==> src/rtl/lsu_pkg.sv <==
// lsu_pkg: shared constants, state type and helpers
// for the load/store split unit.
package lsu_pkg;

  localparam int WIDTH = 32;

  localparam logic [2:0] F3_LB  = 3'b000;
  localparam logic [2:0] F3_LH  = 3'b001;
  localparam logic [2:0] F3_LW  = 3'b010;
  localparam logic [2:0] F3_LBU = 3'b100;
  localparam logic [2:0] F3_LHU = 3'b101;

  typedef enum logic [1:0] {
    IDLE,
    SECOND,
    RESP
  } lsu_state_t;

  // access size in bytes: 1, 2 or 4
  function automatic logic [2:0] size_of(
    input logic [2:0] f3
  );
    logic [2:0] s;
    unique case (f3[1:0])
      2'b00:   s = 3'd1;
      2'b01:   s = 3'd2;
      default: s = 3'd4;
    endcase
    return s;
  endfunction

  // unshifted lane mask, 8 bits wide
  function automatic logic [7:0] lane_mask(
    input logic [2:0] f3
  );
    logic [7:0] m;
    unique case (f3[1:0])
      2'b00:   m = 8'h01;
      2'b01:   m = 8'h03;
      default: m = 8'h0F;
    endcase
    return m;
  endfunction

endpackage

==> src/rtl/lsu_extend.sv <==
// lsu_extend: sign/zero extension of a right-justified
// load value of 1, 2 or 4 bytes.
module lsu_extend
  import lsu_pkg::*;
(
  input  logic [WIDTH-1:0] raw,
  input  logic [2:0]       size,
  input  logic             uns,
  output logic [WIDTH-1:0] res
);

  logic sb;
  logic sh;

  assign sb = ~uns & raw[7];
  assign sh = ~uns & raw[15];

  // pick the extension by access size
  always_comb begin
    res = raw;
    unique case (1'b1)
      size == 3'd1: res = {{24{sb}}, raw[7:0]};
      size == 3'd2: res = {{16{sh}}, raw[15:0]};
      default:      res = raw;
    endcase
  end

endmodule

==> src/rtl/lsu_split.sv <==
// lsu_split: MEM-stage load/store unit; splits accesses
// that cross a word boundary into two bus transactions.
module lsu_split
  import lsu_pkg::*;
#(
  parameter int WIDTH = 32
) (
  input  logic             clk,
  input  logic             rst_n,
  input  logic             req_valid,
  output logic             req_ready,
  input  logic             req_write,
  input  logic [2:0]       req_funct3,
  input  logic [WIDTH-1:0] req_addr,
  input  logic [WIDTH-1:0] req_wdata,
  output logic             resp_valid,
  output logic             resp_err,
  output logic [WIDTH-1:0] resp_rdata,
  output logic             bus_read,
  output logic             bus_write,
  output logic [WIDTH-1:0] bus_addr,
  output logic [WIDTH-1:0] bus_wdata,
  output logic [3:0]       bus_byteen,
  input  logic [WIDTH-1:0] bus_rdata
);

  lsu_state_t state_q, state_d;

  logic [31:0] addr_q,  addr_d;
  logic [31:0] wdata_q, wdata_d;
  logic [31:0] hold_q,  hold_d;
  logic [31:0] rdata_q, rdata_d;
  logic [3:0]  mask_q,  mask_d;
  logic [1:0]  off_q,   off_d;
  logic [2:0]  f3_q,    f3_d;
  logic        write_q, write_d;
  logic        err_q,   err_d;

  logic        accept;
  logic        illegal;
  logic        split;
  logic [7:0]  m8;
  logic [4:0]  sh1;
  logic [4:0]  sh2;
  logic [31:0] word1;
  logic [31:0] ext_raw;
  logic [2:0]  ext_size;
  logic        ext_uns;
  logic [31:0] ext_res;

  assign accept  = req_valid & req_ready;
  assign m8      = lane_mask(req_funct3) << req_addr[1:0];
  assign split   = |m8[7:4];
  assign sh1     = {req_addr[1:0], 3'b000};
  assign sh2     = 5'd0 - {off_q, 3'b000};
  assign word1   = {req_addr[31:2], 2'b00};
  assign illegal = !((req_funct3 inside {F3_LB, F3_LH, F3_LW})
                  || (!req_write
                      && (req_funct3 inside {F3_LBU, F3_LHU})));

  assign resp_err   = err_q;
  assign resp_rdata = rdata_q;

  // raw load bytes: direct word or hold plus second word
  always_comb begin
    ext_raw  = bus_rdata >> sh1;
    ext_size = size_of(req_funct3);
    ext_uns  = req_funct3[2];
    if (state_q == SECOND) begin
      ext_raw  = hold_q | (bus_rdata << sh2);
      ext_size = size_of(f3_q);
      ext_uns  = f3_q[2];
    end
  end

  lsu_extend u_ext (
    .raw  (ext_raw),
    .size (ext_size),
    .uns  (ext_uns),
    .res  (ext_res)
  );

  // next state, latches and bus drive
  always_comb begin
    state_d    = state_q;
    addr_d     = addr_q;
    wdata_d    = wdata_q;
    hold_d     = hold_q;
    rdata_d    = rdata_q;
    mask_d     = mask_q;
    off_d      = off_q;
    f3_d       = f3_q;
    write_d    = write_q;
    err_d      = err_q;
    req_ready  = 1'b0;
    resp_valid = 1'b0;
    bus_read   = 1'b0;
    bus_write  = 1'b0;
    bus_addr   = '0;
    bus_wdata  = '0;
    bus_byteen = '0;
    unique case (state_q)
      IDLE: begin
        req_ready = 1'b1;
        if (accept && illegal) begin
          state_d = RESP;
          err_d   = 1'b1;
          rdata_d = '0;
        end else if (accept) begin
          bus_read   = !req_write;
          bus_write  = req_write;
          bus_addr   = word1;
          bus_byteen = m8[3:0];
          if (req_write)
            bus_wdata = req_wdata << sh1;
          err_d = 1'b0;
          if (split) begin
            state_d = SECOND;
            addr_d  = word1 + 32'd4;
            wdata_d = req_wdata;
            mask_d  = m8[7:4];
            off_d   = req_addr[1:0];
            f3_d    = req_funct3;
            write_d = req_write;
            hold_d  = req_write ? '0
                    : (bus_rdata >> sh1);
          end else begin
            state_d = RESP;
            rdata_d = req_write ? '0 : ext_res;
          end
        end
      end
      SECOND: begin
        bus_read   = !write_q;
        bus_write  = write_q;
        bus_addr   = addr_q;
        bus_byteen = mask_q;
        if (write_q)
          bus_wdata = wdata_q >> sh2;
        state_d = RESP;
        rdata_d = write_q ? '0 : ext_res;
      end
      RESP: begin
        resp_valid = 1'b1;
        state_d    = IDLE;
        err_d      = 1'b0;
        rdata_d    = '0;
      end
      default: state_d = IDLE;
    endcase
  end

  // state and latch registers
  always_ff @(posedge clk or negedge rst_n) begin
    if (!rst_n) begin
      state_q <= IDLE;
      addr_q  <= '0;
      wdata_q <= '0;
      hold_q  <= '0;
      rdata_q <= '0;
      mask_q  <= '0;
      off_q   <= '0;
      f3_q    <= '0;
      write_q <= 1'b0;
      err_q   <= 1'b0;
    end else begin
      state_q <= state_d;
      addr_q  <= addr_d;
      wdata_q <= wdata_d;
      hold_q  <= hold_d;
      rdata_q <= rdata_d;
      mask_q  <= mask_d;
      off_q   <= off_d;
      f3_q    <= f3_d;
      write_q <= write_d;
      err_q   <= err_d;
    end
  end

endmodule

==> config.mk <==
export PLATFORM = sky130hd
export DESIGN_NAME = lsu_split
export DESIGN_NICKNAME = d
export VERILOG_FILES = /design/src/rtl/lsu_pkg.sv /design/src/rtl/lsu_extend.sv /design/src/rtl/lsu_split.sv
export SDC_FILE = /design/constraint.sdc
export NUM_CORES = 1
export LEC_CHECK = 0
export BUFFER_PORTS_ARGS = -buffer_cell sky130_fd_sc_hd__buf_2
export CAP_MARGIN = 20
export CORE_MARGIN = 2
export CORE_UTILIZATION = 60
export CTS_CLUSTER_DIAMETER = 60
export DETAILED_ROUTE_END_ITERATION = 16
export GPL_TIMING_DRIVEN = 0
export PLACE_DENSITY = 0.95
export SLEW_MARGIN = 0
export SYNTH_ARGS = -nofsm -noshare
export SYNTH_HDL_FRONTEND = slang
export SYNTH_SLANG_ARGS = --single-unit
==> constraint.sdc <==
create_clock -name clk -period 8.05 [get_ports clk]
set_input_delay 1.61 -clock clk [delete_from_list [all_inputs] [get_ports clk]]
set_output_delay 1.61 -clock clk [all_outputs]
set_load 0.02 [all_outputs]
Word level (Yosys, flattened, before mapping). Index checks and enable logic that the tools add are counted.

Flip-flop bits (word level): 141. Logic and storage cells: 93. Input port bits: 103.

Reduce and logical (&&, ||, !) cells: 18. Shifts and indexed selects: 5. Add/subtract/negate cells: 2. Eq/ne operators: 12. Bitwise gates (word level): 6. Mux-type cells: 40.

Operators with widths (count): 32-bit 2-to-1 mux (13); 32-bit case mux with 2 select lines (3); 32-bit case mux with 3 select lines (1); 32-bit by 5-bit left shift with 32-bit output (2); 32-bit by 5-bit right shift with 32-bit output (2); 32-bit by 3-bit adder with 32-bit output, second input constant (1); 32-bit OR (1); 4-bit case mux with 2 select lines (2); 3-bit case mux with 2 select lines (2); 1-bit 2-to-1 mux (9); 4-bit 2-to-1 mux (2); 8-bit by 2-bit left shift with 8-bit output (1); 2-bit by 1-bit == test with 1-bit output, second input constant (3); 3-bit by 1-bit == test with 1-bit output, second input constant (2); 3-bit by 2-bit == test with 1-bit output, second input constant (2); 3-bit == test, second input constant (2); 2-bit logical NOT (3); 2-bit 2-to-1 mux (3); 3-bit != test, second input constant (2); 1-bit case mux with 2 select lines (3); 3-bit nonzero test (2); 1-bit by 5-bit subtractor with 5-bit output, first input constant (1); 2-bit case mux with 2 select lines (1); 4-bit AND reduction (1); other kinds (12) (19).

Logic depth before layout (Yosys ltp). Gate-level depths: netlist of the first run.

Word-level depth: 11. Gate-level depth with buffers: 11. Gate-level depth less buffers: 7.

By module. A second synthesis of the first run with hierarchy kept.

Cell total of the unflattened synthesis: 1120. Area, all modules: 9387.8 sq um.

By module, submodules not included: lsu_split (seq. area each 3453.3 sq um, times used 1, area an instance 9008.6 sq um, cells an instance 1068); lsu_extend (seq. area each 0.0 sq um, times used 1, area an instance 379.1 sq um, cells an instance 52).

Worst setup path after synthesis of the first run. OpenSTA, ideal clock, no wires.

Path kind: input -> output. Start point: input port req_addr[0]. End point: output port bus_byteen[3]. Path slack: 3.031 ns. Data arrival time: 3.409 ns. Required time: 6.440 ns. Cell stages on the path: 6. Cell sequence: buf_2 > buf_2 > buf_1 > buf_1 > nor3_1 > nor3_1.

Cells in the longest elaborated chain, start to end: 4.

RTL lines: start: declaration (RTL line lsu_split.sv:14) `input logic [WIDTH-1:0] req_addr,`; 8-bit by 2-bit left shift with 8-bit output (RTL line lsu_split.sv:52) `assign m8 = lane_mask(req_funct3) << req_addr[1:0];`; 4-bit 2-to-1 mux (RTL line lsu_split.sv:109) `end else if (accept) begin`; 4-bit 2-to-1 mux (RTL line lsu_split.sv:105) `if (accept && illegal) begin`; 4-bit case mux with 2 select lines (RTL line lsu_split.sv:102) `unique case (state_q)`; end: declaration (RTL line lsu_split.sv:23) `output logic [3:0] bus_byteen,`.

Every way passes these cells.

Worst setup path in the final report of the first run.
Start point: input port req_addr[0]. End point: output port bus_wdata[19].

Cells in the longest elaborated chain, start to end: 5.

RTL lines: 32-bit by 5-bit left shift with 32-bit output (RTL line lsu_split.sv:115) `bus_wdata = req_wdata << sh1;`; 32-bit 2-to-1 mux (RTL line lsu_split.sv:114) `if (req_write)`; 32-bit 2-to-1 mux (RTL line lsu_split.sv:109); 32-bit 2-to-1 mux (RTL line lsu_split.sv:105); 32-bit case mux with 2 select lines (RTL line lsu_split.sv:102); end: declaration (RTL line lsu_split.sv:22) `output logic [WIDTH-1:0] bus_wdata,`.

Every way passes these cells.

==> summary.md, run 1 <==
| Metric | Value |
|---|---|
| Result of the run | complete, no violations |
| Htree depth | 4 |
| Final Skew | between 0.01 and 0.015 ns |
| WP depth | 9 |
| Max-Cap Viols | 0 |
| Die height | 128 µm |
| Routed WL | between 30 and 40 mm |
| Rel. slew slack | 39.1% |
| Row count | 45 |
| Hold/Removal Path Class | reg2reg |
| Clock sink count | approximately 140 |
| Worst Setup Start Kind | primary input |
| Later-pin clock latency in the skew report | 0.44 ns |
| DRT Pass-1 Iters | 8 |
| Pleak | 0.00511 µW |
| Synth top area cells | dfrtp_1 (38%), nand2_1 (9.5%), mux2i_1 (5.4%) |
| Final number of setup-violating endpoints | 0 |
| CTS tree | yes |
| Synth Flop Type | dfrtp_1 |
| Number of buffers and inverters on the critical path | 5 |
| NumNets Final | 1428 |
| Req. time, crit path | roughly 6.4 ns |
| CP Cell Sequence | buf_2 > buf_2 > buf_1 > buf_1 > mux2i_1 > nor2_1 > a21oi_1 > o22ai_1 > buf_2 |
| Share of layout cells above drive strength 1 | 20.6% |
| Largest net degree at the start of global routing | slightly below 80 |
| Fin. Hold Viols | 0 |
| N_diodes | 0 |
| R2R depth | 9 |
| Synth top area share | a little under two fifths |
| Final Slew Violations | 0 |
| Initial DRC count | 1499 |
| Sw power | 1470 µW |
| Number of global-route vias before repair | slightly below 10000 |
| Drt wl/cell | approximately 22 µm |
| Total Neg Setup Slack | 0 ns |
| Post-Synthesis Cells | around 1100 |
| Area grow syn2layout | 20.3% |
| Top delay family on crit path | buffers and inverters |
| Mean Syn Cell Area | 8.38 µm² |
| Worst IR Drop VDD | 0.156 mV |
| Global-route usage over all layers | 40.6% |
| CP endpoint kind | output port |
| Clock power frac | 23.5% |
| Min Clock Period, post-route | 5.88 ns |
| Critical path's most frequent cell | buf_2 |
| Switching Fraction | 43.7% |
| Final period util | about three quarters |
| DP HPWL | ~24 mm |
| # IOs | 208 |
| Num CTS Buffers | 17 |
| CP arrival | 4.27 ns |
| Comb power frac | 42.1% |
| Hold path depth | 1 |
| YS warnings | 0 |
| Netlist Area Pre-Place | between 0.009 and 0.01 mm² |
| Die width | 128 µm |
| Bufs on Longest Clock Path | 2 |
| Sequential share of power | 34.4% |
| Leading cell type in the layout, fill and taps excluded | nand2_1 |
| GPL Wtd Cong | 0.985 |
| Yosys top cell by area | dfrtp_1 |
| Post-synth cell types | 62 |
| Slew @ Worst Pin | roughly 0.9 ns |
| I/O Buffers | between 200 and 250 |
| PwrDens | between 300 and 400 mW/mm² |
| Root buf cell | clkbuf_16 |
| WS Path Type | in2out |
| Crit path max fanout | 10 |
| Worst-path cell with the longest stage delay | buf_1 |
| Drt via density | between 6 and 7 |
| Setup Buffers After CTS | 0 |
| Crit path largest cell delay | 0.67 ns |
| Most frequent cells in the layout | nand2_1 (232), buf_2 (205), dfrtp_1 (138), clkbuf_1 (70), o21ai_0 (69) |
| Global route total overflow | 0 |
| #FFs+latches synth | 138 |
| First-pass GRT wire length | 51.3 mm |
| RSZ-0062 raised after global routing | no |
| Post_cts resized | 0 |
| Core footprint | 0.0151 mm² |
| Worst-path clk slew | 0.06 ns |
| Drc violations | 0 |
| Number of synthesized flops with an enable pin | 0 |
| Hold_buf cts | 0 |
| Post-synthesis sequential area ratio | 37.6% |
| Antenna violations before repair | 0 |
| Die area | about 0.016 mm² |
| Finished Cell Area | 0.0111 mm² |
| Final ANT Viol Nets | 0 |
| Initial Util | a little over 60% |
| F_max | between 0.15 and 0.2 GHz |
| DR vias | 10400 |
| Async SR Flop Fraction | 100% |
| Cell area after placement | 0.0105 mm² |
| P_int | roughly 1900 µW |
## sequential cells by signal, summed over array words and instances (netlist names)
name	flops
hold_q	32
resp_rdata	32
wdata_q	32
addr_q	30
f3_q	3
mask_q	3
off_q	2
state_q	2
resp_err	1
write_q	1
## per-layer routing
| metal | track usage [%] | wire, µm |
|---|---|---|
| met1 | 53.5 | 12400 |
| met2 | 62.4 | 15100 |
| met3 | 8.56 | 4170 |
| met4 | 23.1 | 1880 |
| met5 | 0 | 0 |
## layout make-up
| cell class | count | area [µm²] |
|---|---|---|
| Tap cell | 188 | 235 |
| Clock buffer | 17 | 425 |
| Sequential cell | 138 | 3450 |
| Fill cell | 1142 | 4040 |
| Clock inverter | 15 | 156 |
| Inverter | 11 | 41.3 |
| Buffer | 94 | 374 |
| Timing Repair Buffer | 203 | 1050 |
| Multi-Input combinational cell | 854 | 5320 |
## synth_stat cells, types with 13 or more instances
master	number
o22ai_1	18
nor2_1	64
nand2b_1	21
a32o_1	24
o21ai_0	69
xnor2_1	18
a21oi_1	43
dfrtp_1	138
buf_1	16
clkbuf_1	70
a211oi_1	15
nor2b_1	30
a22oi_1	31
mux2_2	13
o31ai_1	23
nand3_1	17
mux2i_1	50
nand2_1	232
## final timing paths
check                                                 from                          to  slack (ns)
worst max-delay path                           req_addr[0]               bus_wdata[19]        2.17
worst min-delay path            resp_rdata[11]$_DFFE_PN0P_  resp_rdata[11]$_DFFE_PN0P_        0.47
worst min register to register  resp_rdata[11]$_DFFE_PN0P_  resp_rdata[11]$_DFFE_PN0P_        0.47
max in group asynchronous                            rst_n      addr_q[17]$_DFFE_PN0P_        6.08
min in group asynchronous                            rst_n  resp_rdata[27]$_DFFE_PN0P_        1.15
worst max register to register      state_q[1]$_DFFE_PN0P_  resp_rdata[28]$_DFFE_PN0P_        4.45
## power by group through the flow
stage / logic [µW] / registers (µW) / clock network (µW)
floorplan: 873 / 1170 / 0
global placement: 1320 / 1140 / 0
detailed placement: 1370 / 1150 / 0
CTS: 1370 / 1140 / 786
global route: 1520 / 1180 / 814
finish: 1410 / 1160 / 791
## stage by stage
stage | setup slack [ns] | hold slack (ns) | total power [µW] | instances | utilization, %
detailed placement | 2.28 | 0.455 | 2520 | 1487 | 69.3
floorplan | 3.03 | 0.436 | 2040 | 1097 | -
global placement | 2.32 | 0.453 | 2460 | 1486 | 69.1
global route | 2.10 | 0.489 | 3510 | 1520 | 73.2
finish | 2.17 | 0.470 | 3360 | 1520 | 73.2
CTS | 2.27 | 0.469 | 3310 | 1519 | 73.2
## kinds of logic (layout without fill, tap and decap cells)
| group | Yosys count | in the layout | synth area share (%) |
|---|---|---|---|
| compound gates | 307 | 307 | 22.9 |
| xor+xnor | 28 | 28 | 2.67 |
| fa+ha+maj | 6 | 6 | 0.817 |
| buf+inv | 105 | 340 | 4.52 |
| flops | 138 | 138 | 37.6 |
| mux | 72 | 72 | 9.25 |
| other cells | 1 | 2 | 0.0408 |
| simple gates | 439 | 439 | 22.2 |
## worst reg2reg max path, cell delays in order (launching register included)
cell and delay, ns:
dfrtp_1 0.40, inv_1 0.14, ha_1 0.27, clkbuf_1 0.38, nor2_1 0.08, a222oi_1 0.67, nand3b_1 0.46, o211ai_1 0.56
buf_2 0.38, a32o_1 0.20
Note: power is estimated with default switching activity, not from simulation.
==> inputs of run 2 (changes only) <==
ABC_AREA = 1   (was unset)
CORE_UTILIZATION = 50   (was 60)
PLACE_DENSITY = 0.85   (was 0.95)
clock period = 4.9 ns   (was 8.05 ns; I/O delays follow)
==> run 2 against run 1 <==
Against the previous run: critical path depth is 1 lower; largest power group unchanged; synthesized cell count is 35% higher; non-clock buffer count is 3 lower.
==> summary.md, run 2 <==
| Metric | Value |
|---|---|
| Rel. slew slack | approximately 44% |
| Sequential share of power | between 30% and 40% |
| Bufs on Longest Clock Path | 2 |
| Worst flop-to-flop path endpoint | hold_q[15]$_DFFE_PN0P_ |
| Initial DRC count | roughly 1400 |
| Max-Cap Viols | 0 |
| Die height | between 100 and 150 µm |
| Htree depth | 4 |
| Num CTS Buffers | 17 |
| Slew @ Worst Pin | 0.836 ns |
| Async SR Flop Fraction | between 90% and 100% |
| Total Neg Setup Slack | 0 ns |
| Final Slew Violations | 0 |
| Final Skew | 0.0106 ns |
| Largest net degree at the start of global routing | 86 |
| Result of the run | complete, no violations |
| Mean Syn Cell Area | 6.43 µm² |
| Final ANT Viol Nets | 0 |
| Worst IR Drop VDD | 0.254 mV |
| Sw power | 2710 µW |
| Row count | 50 |
| Leading cell type in the layout, fill and taps excluded | nand2_1 |
| Post_cts resized | 0 |
| DR vias | 11400 |
| Clock power frac | 22.3% |
| CP endpoint kind | output port |
| Crit path max fanout | 10 |
| Yosys top cell by area | dfrtp_1 |
| Initial Util | between 50 and 60% |
| Netlist Area Pre-Place | around 0.0095 mm² |
| Req. time, crit path | 3.92 ns |
| Worst Setup Start Kind | flop |
| Final period util | 82.6% |
| Comb power frac | 45.1% |
| Most frequent cells in the layout | nand2_1 (559), buf_2 (244), o21ai_0 (152), dfrtp_1 (138), nor2_1 (127) |
| Global route total overflow | 0 |
| Worst hold endpoint | resp_rdata[8]$_DFFE_PN0P_ |
| Number of global-route vias before repair | around 11000 |
| Final number of setup-violating endpoints | 0 |
| GPL Wtd Cong | roughly 0.99 |
| First-pass GRT wire length | 58.7 mm |
| Later-pin clock latency in the skew report | 0.44 ns |
| Pleak | 0.00591 µW |
| DRT Pass-1 Iters | 7 |
| CTS tree | yes |
| Setup WS pre-CTS | 1.05 ns |
| #FFs+latches synth | roughly 140 |
| Hold_buf cts | 0 |
| Min Clock Period, post-route | 4.05 ns |
| Fin. Hold Viols | 0 |
| Post-synthesis sequential area ratio | a little over a third |
| Worst R2R Setup Slack | about 2.5 ns |
| Synth top area share | between 30 and 40% |
| I/O Buffers | 205 |
| Die area | 0.0201 mm² |
| PwrDens | 507 mW/mm² |
| Worst min-delay path startpoint | resp_rdata[8]$_DFFE_PN0P_ |
| Post-Synthesis Cells | 1476 |
| Setup Buffers After CTS | 0 |
| R2r startpoint | state_q[0]$_DFFE_PN0P_ |
| Final worst setup slack | 0.854 ns |
| Hold/Removal Path Class | reg2reg |
| P_int | 3080 µW |
| # IOs | approximately 210 |
| Core footprint | 0.0186 mm² |
| Count leader, synth | nand2_1 |
| Hold path depth | 2 |
| Number of synthesized flops with an enable pin | 0 |
| Routed WL | about 39 mm |
| Post-synth cell types | 43 |
| Filler instances | 1820 |
| WS Path Type | reg2out |
| Synth Flop Type | dfrtp_1 |
| Post-Place Cells | around 1900 |
| Drt wl/cell | 19.8 µm |
| Non-filler cells, final | 1951 |
| RSZ-0062 raised after global routing | no |
| Share of layout cells above drive strength 1 | 18.4% |
| Most frequent cells after synthesis | nand2_1 (559), o21ai_0 (152), dfrtp_1 (138) |
| DP HPWL | 29.0 mm |
| YS warnings | 0 |
| Drc violations | 0 |
| Synth top area cells | dfrtp_1 (36%), nand2_1 (22%), o21ai_0 (8.0%) |
| Die width | roughly 140 µm |
| Antenna violations before repair | 3 |
| F_max | between 0.2 and 0.25 GHz |
| NumNets Final | between 1500 and 2000 |
| Drt via density | 5.86 |
| CP arrival | 3.07 ns |
| Worst-path clk slew | 0.07 ns |
| Clock sink count | 138 |
| Root buf cell | clkbuf_16 |
| Area grow syn2layout | 20.3% |
| Global-route usage over all layers | 38.1% |
| R2R depth | 10 |
| Switching Fraction | 46.9% |
## run 2: cell types whose count changed after synthesis, sizes merged, moves of 21 or more
cell | previous run | this run
inv | 10 | 107
a22oi | 31 | 4
nand2b | 21 | 0
buf | 24 | 59
nor2 | 64 | 132
o21ai | 78 | 162
mux2i | 50 | 3
nand3 | 17 | 82
nor2b | 30 | 0
a32o | 24 | 1
nand2 | 232 | 564
clkbuf | 70 | 29
a21oi | 43 | 85
## run 2: cell families after synthesis
family                   Yosys count  synth area share [%]
AO/OA/AOI/OAI                    316                  18.2
XOR/XNOR                          16                  1.48
adder cells (fa/ha/maj)            6                 0.790
other                              1                0.0395
buffers and inverters            195                  8.81
AND/OR/NAND/NOR                  801                  34.0
multiplexers                       3                 0.316
flip-flops                       138                  36.4
## run 2: per-stage QoR
| step | hold WS [ns] | util [%] | power (µW) | area (µm²) |
|---|---|---|---|---|
| 2_1_floorplan | 0.440 | - | 3510 | 9500 |
| 3_3_place_gp | 0.455 | 58.0 | 4380 | 10800 |
| 3_5_place_dp | 0.453 | 58.2 | 4430 | 10900 |
| 4_1_cts | 0.478 | 61.3 | 5720 | 11400 |
| 5_1_grt | 0.490 | 61.3 | 6130 | 11400 |
| 6_report | 0.473 | 61.3 | 5790 | 11400 |
## run 2: critical path: stages, from the launching register on
cell and delay, ns:
dfrtp_1 0.40, inv_1 0.13, ha_1 0.26, buf_2 0.30, buf_2 0.39, buf_1 0.54, nand2_1 0.19, a21oi_1 0.22
buf_2 0.19
## run 2: how the worst max path moves through the flow
| stage | start | end | slack, ns | depth (start not counted) |
|---|---|---|---|---|
| after floorplan | req_addr[0] | bus_wdata[17] | 1.57 | 7 |
| after global placement | rst_n | wdata_q[4]$_DFFE_PN0P_ | 0.82 | 1 |
| after detailed placement | req_addr[1] | bus_byteen[1] | 1.05 | 7 |
| after CTS | state_q[1]$_DFFE_PN0P_ | bus_addr[16] | 0.96 | 8 |
| after global routing | state_q[1]$_DFFE_PN0P_ | bus_addr[16] | 0.77 | 8 |
| final | state_q[1]$_DFFE_PN0P_ | bus_addr[16] | 0.85 | 8 |
## run 2: final cells by class
type / instances / area [µm²] / share of cell area, %
clock inverter: 15 / 145 / 1.27
antenna: 2 / 5.00 / 0.0438
timing repair buffer: 206 / 1060 / 9.27
buffer: 88 / 433 / 3.79
multi-input combinational: 1144 / 5210 / 45.6
clock buffer: 17 / 425 / 3.72
sequential: 138 / 3450 / 30.2
inverter: 107 / 404 / 3.54
tap: 234 / 293 / 2.56
## run 2: power by group through the flow
stage	logic [µW]	registers, µW	clock network, µW
floorplan	1570	1950	0
detailed placement	2540	1890	0
finish	2610	1890	1290
CTS	2550	1880	1290
global route	2850	1930	1350
global placement	2500	1880	0
## run 2: routing by layer
metal,track usage (%),share of wire [%],vias up,routed length [µm]
li1,-,-,5254,-
met1,50.2,39,5265,15200
met2,59.9,45,766,17300
met3,8.37,11,150,4270
met4,17.6,4.7,2,1820
met5,0,0.034,-,13
==> inputs of run 3 (changes only) <==
CORE_UTILIZATION = 56   (was 50)
PLACE_DENSITY = 0.9   (was 0.85)
clock period = 4 ns   (was 4.9 ns; I/O delays follow)
==> run 3 against run 2 <==
Against the previous run: via count rose by 1.5%; register-to-register slack lost 0.94 ns; non-clock buffer count did not move; sequential share of layout area down 0.053 points; global-route usage grew 3.6 points; hold slack got worse by 0.13 ns; setup slack worse by 0.65 ns; cell area up 0.17%; clock-buffer cell count unchanged; clock power increased by 30%; critical endpoint is now bus_wdata[25].
==> summary.md, run 3 (synthesized netlist as in run 2, its figures left out) <==
| Metric | Value |
|---|---|
| Result of the run | complete, no violations |
| Largest net degree at the start of global routing | 79 |
| Hold/Removal Path Class | in2async |
| Cell area after placement | 0.0108 mm² |
| Rel. slew slack | a little under half |
| Non-filler cells, final | 1938 |
| Finished Cell Area | about 0.011 mm² |
| # IOs | 208 |
| Most frequent cells in the layout | nand2_1 (559), buf_2 (244), o21ai_0 (152), dfrtp_1 (138), nor2_1 (127) |
| Drt via density | 5.99 |
| Worst IR Drop VDD | 0.347 mV |
| Final Slew Violations | 0 |
| Pleak | roughly 0.0059 µW |
| CTS tree | yes |
| Drc violations | 0 |
| F_max | 0.263 GHz |
| Min Clock Period, post-route | 3.80 ns |
| Htree depth | 4 |
| Initial Util | between 50% and 60% |
| Worst-path clk slew | 0.07 ns |
| Final number of setup-violating endpoints | 0 |
| GPL Wtd Cong | 1.04 |
| Worst hold margin | 0.341 ns |
| Antenna violations before repair | 4 |
| Final ANT Viol Nets | 0 |
| Req. time, crit path | 3.20 ns |
| I/O Buffers | 205 |
| Max-Cap Viols | 0 |
| Die height | 134 µm |
| Setup Buffers After CTS | 0 |
| Number of global-route vias before repair | 10700 |
| Total Neg Setup Slack | 0 ns |
| Multi-input logic area | 0.00521 mm² |
| Filler instances | 1506 |
| Fin. Hold Viols | 0 |
| Drt wl/cell | 19.3 µm |
| Row count | 47 |
| Core footprint | approximately 0.017 mm² |
| DR vias | 11600 |
| Global-route usage over all layers | 41.7% |
| Later-pin clock latency in the skew report | about 0.45 ns |
| Bufs on Longest Clock Path | 2 |
| RSZ-0062 raised after global routing | no |
| Global route total overflow | 0 |
| Leading cell type in the layout, fill and taps excluded | nand2_1 |
| Storage cell area | 0.00345 mm² |
| Worst Setup Start Kind | flop |
| Die area | approximately 0.018 mm² |
| Crit path max fanout | 10 |
| PwrDens | 629 mW/mm² |
| CP endpoint kind | output port |
| DRT Pass-1 Iters | 6 |
| Routed WL | around 37 mm |
| Final period util | 94.9% |
| WS Path Type | reg2out |
| Num CTS Buffers | 17 |
| Post-Place Cells | about 1900 |
| NumNets Final | 1811 |
| DP HPWL | between 20 and 30 mm |
| Area grow syn2layout | 20.6% |
| Hold_buf cts | 0 |
| Slew @ Worst Pin | 0.810 ns |
| Clock sink count | 138 |
| CP arrival | 3.00 ns |
| Die width | about 130 µm |
| Final Skew | roughly 0.013 ns |
| Root buf cell | clkbuf_16 |
| Initial DRC count | 1708 |
| Post_cts resized | 0 |
| First-pass GRT wire length | 57.9 mm |
| Share of layout cells above drive strength 1 | 18.4% |
-- run 3: changes by cell type in the layout (fill, tap and decap cells not counted) --
cell       before  now
bufinv_16       0    2
clkinv_4        1    4
diode_2         2    3
inv_6           7    5
inv_8           6    3
-- run 3: final timing paths --
| kind | startpoint | depth (start not counted) | end | slack (ns) |
|---|---|---|---|---|
| min in group clk | resp_rdata[27]$_DFFE_PN0P_ | 2 | resp_rdata[27]$_DFFE_PN0P_ | 0.48 |
| max in group asynchronous | rst_n | 2 | resp_err$_DFFE_PN0P_ | 2.81 |
| min reg2reg | resp_rdata[27]$_DFFE_PN0P_ | 2 | resp_rdata[27]$_DFFE_PN0P_ | 0.48 |
| max reg2reg | state_q[0]$_DFFE_PN0P_ | 10 | hold_q[23]$_DFFE_PN0P_ | 1.58 |
| min | rst_n | 1 | resp_rdata[3]$_DFFE_PN0P_ | 0.34 |
| max | state_q[1]$_DFFE_PN0P_ | 11 | bus_wdata[25] | 0.20 |
-- run 3: layout make-up --
type / instances / share of cell area, %
Buffer: 88 / 3.78
Inverter: 107 / 3.53
Timing Repair Buffer: 206 / 9.26
Multi-Input combinational cell: 1144 / 45.5
Clock buffer: 17 / 3.72
Sequential cell: 138 / 30.2
Clock inverter: 15 / 1.57
Antenna cell: 3 / 0.0656
Tap cell: 220 / 2.40
-- run 3: power breakdown --
part	internal, µW	leakage, µW	switching (µW)
registers	1980	0.00177	329
logic	957	0.00386	2260
clock network	944	0.000295	733
-- run 3: per-stage QoR --
step / total power (µW) / utilization (%) / worst slack [ns]
finish: 7200 / 69.0 / 0.204
detailed placement: 5410 / 65.3 / 0.536
global placement: 5310 / 65.1 / 0.166
CTS: 7080 / 69.0 / 0.333
floorplan: 4300 / - / 1.00
global route: 7590 / 69.0 / 0.105
-- run 3: metal layers --
layer / track usage [%] / routed length, µm / vias up
li1: - / - / 5261
met1: 55.7 / 14300 / 5303
met2: 63.8 / 16800 / 881
met3: 8.58 / 4440 / 166
met4: 22.0 / 1970 / 2
met5: 0 / 28 / -
-- run 3: worst max-delay path, stage by stage, from the launching register on --
cell and delay, ns:
dfrtp_1 0.40, inv_1 0.13, ha_1 0.20, buf_4 0.19
nand2_1 0.09, inv_1 0.08, nand2_2 0.13, nor2_4 0.33
inv_2 0.19, clkbuf_1 0.30, o22ai_1 0.29, buf_2 0.22
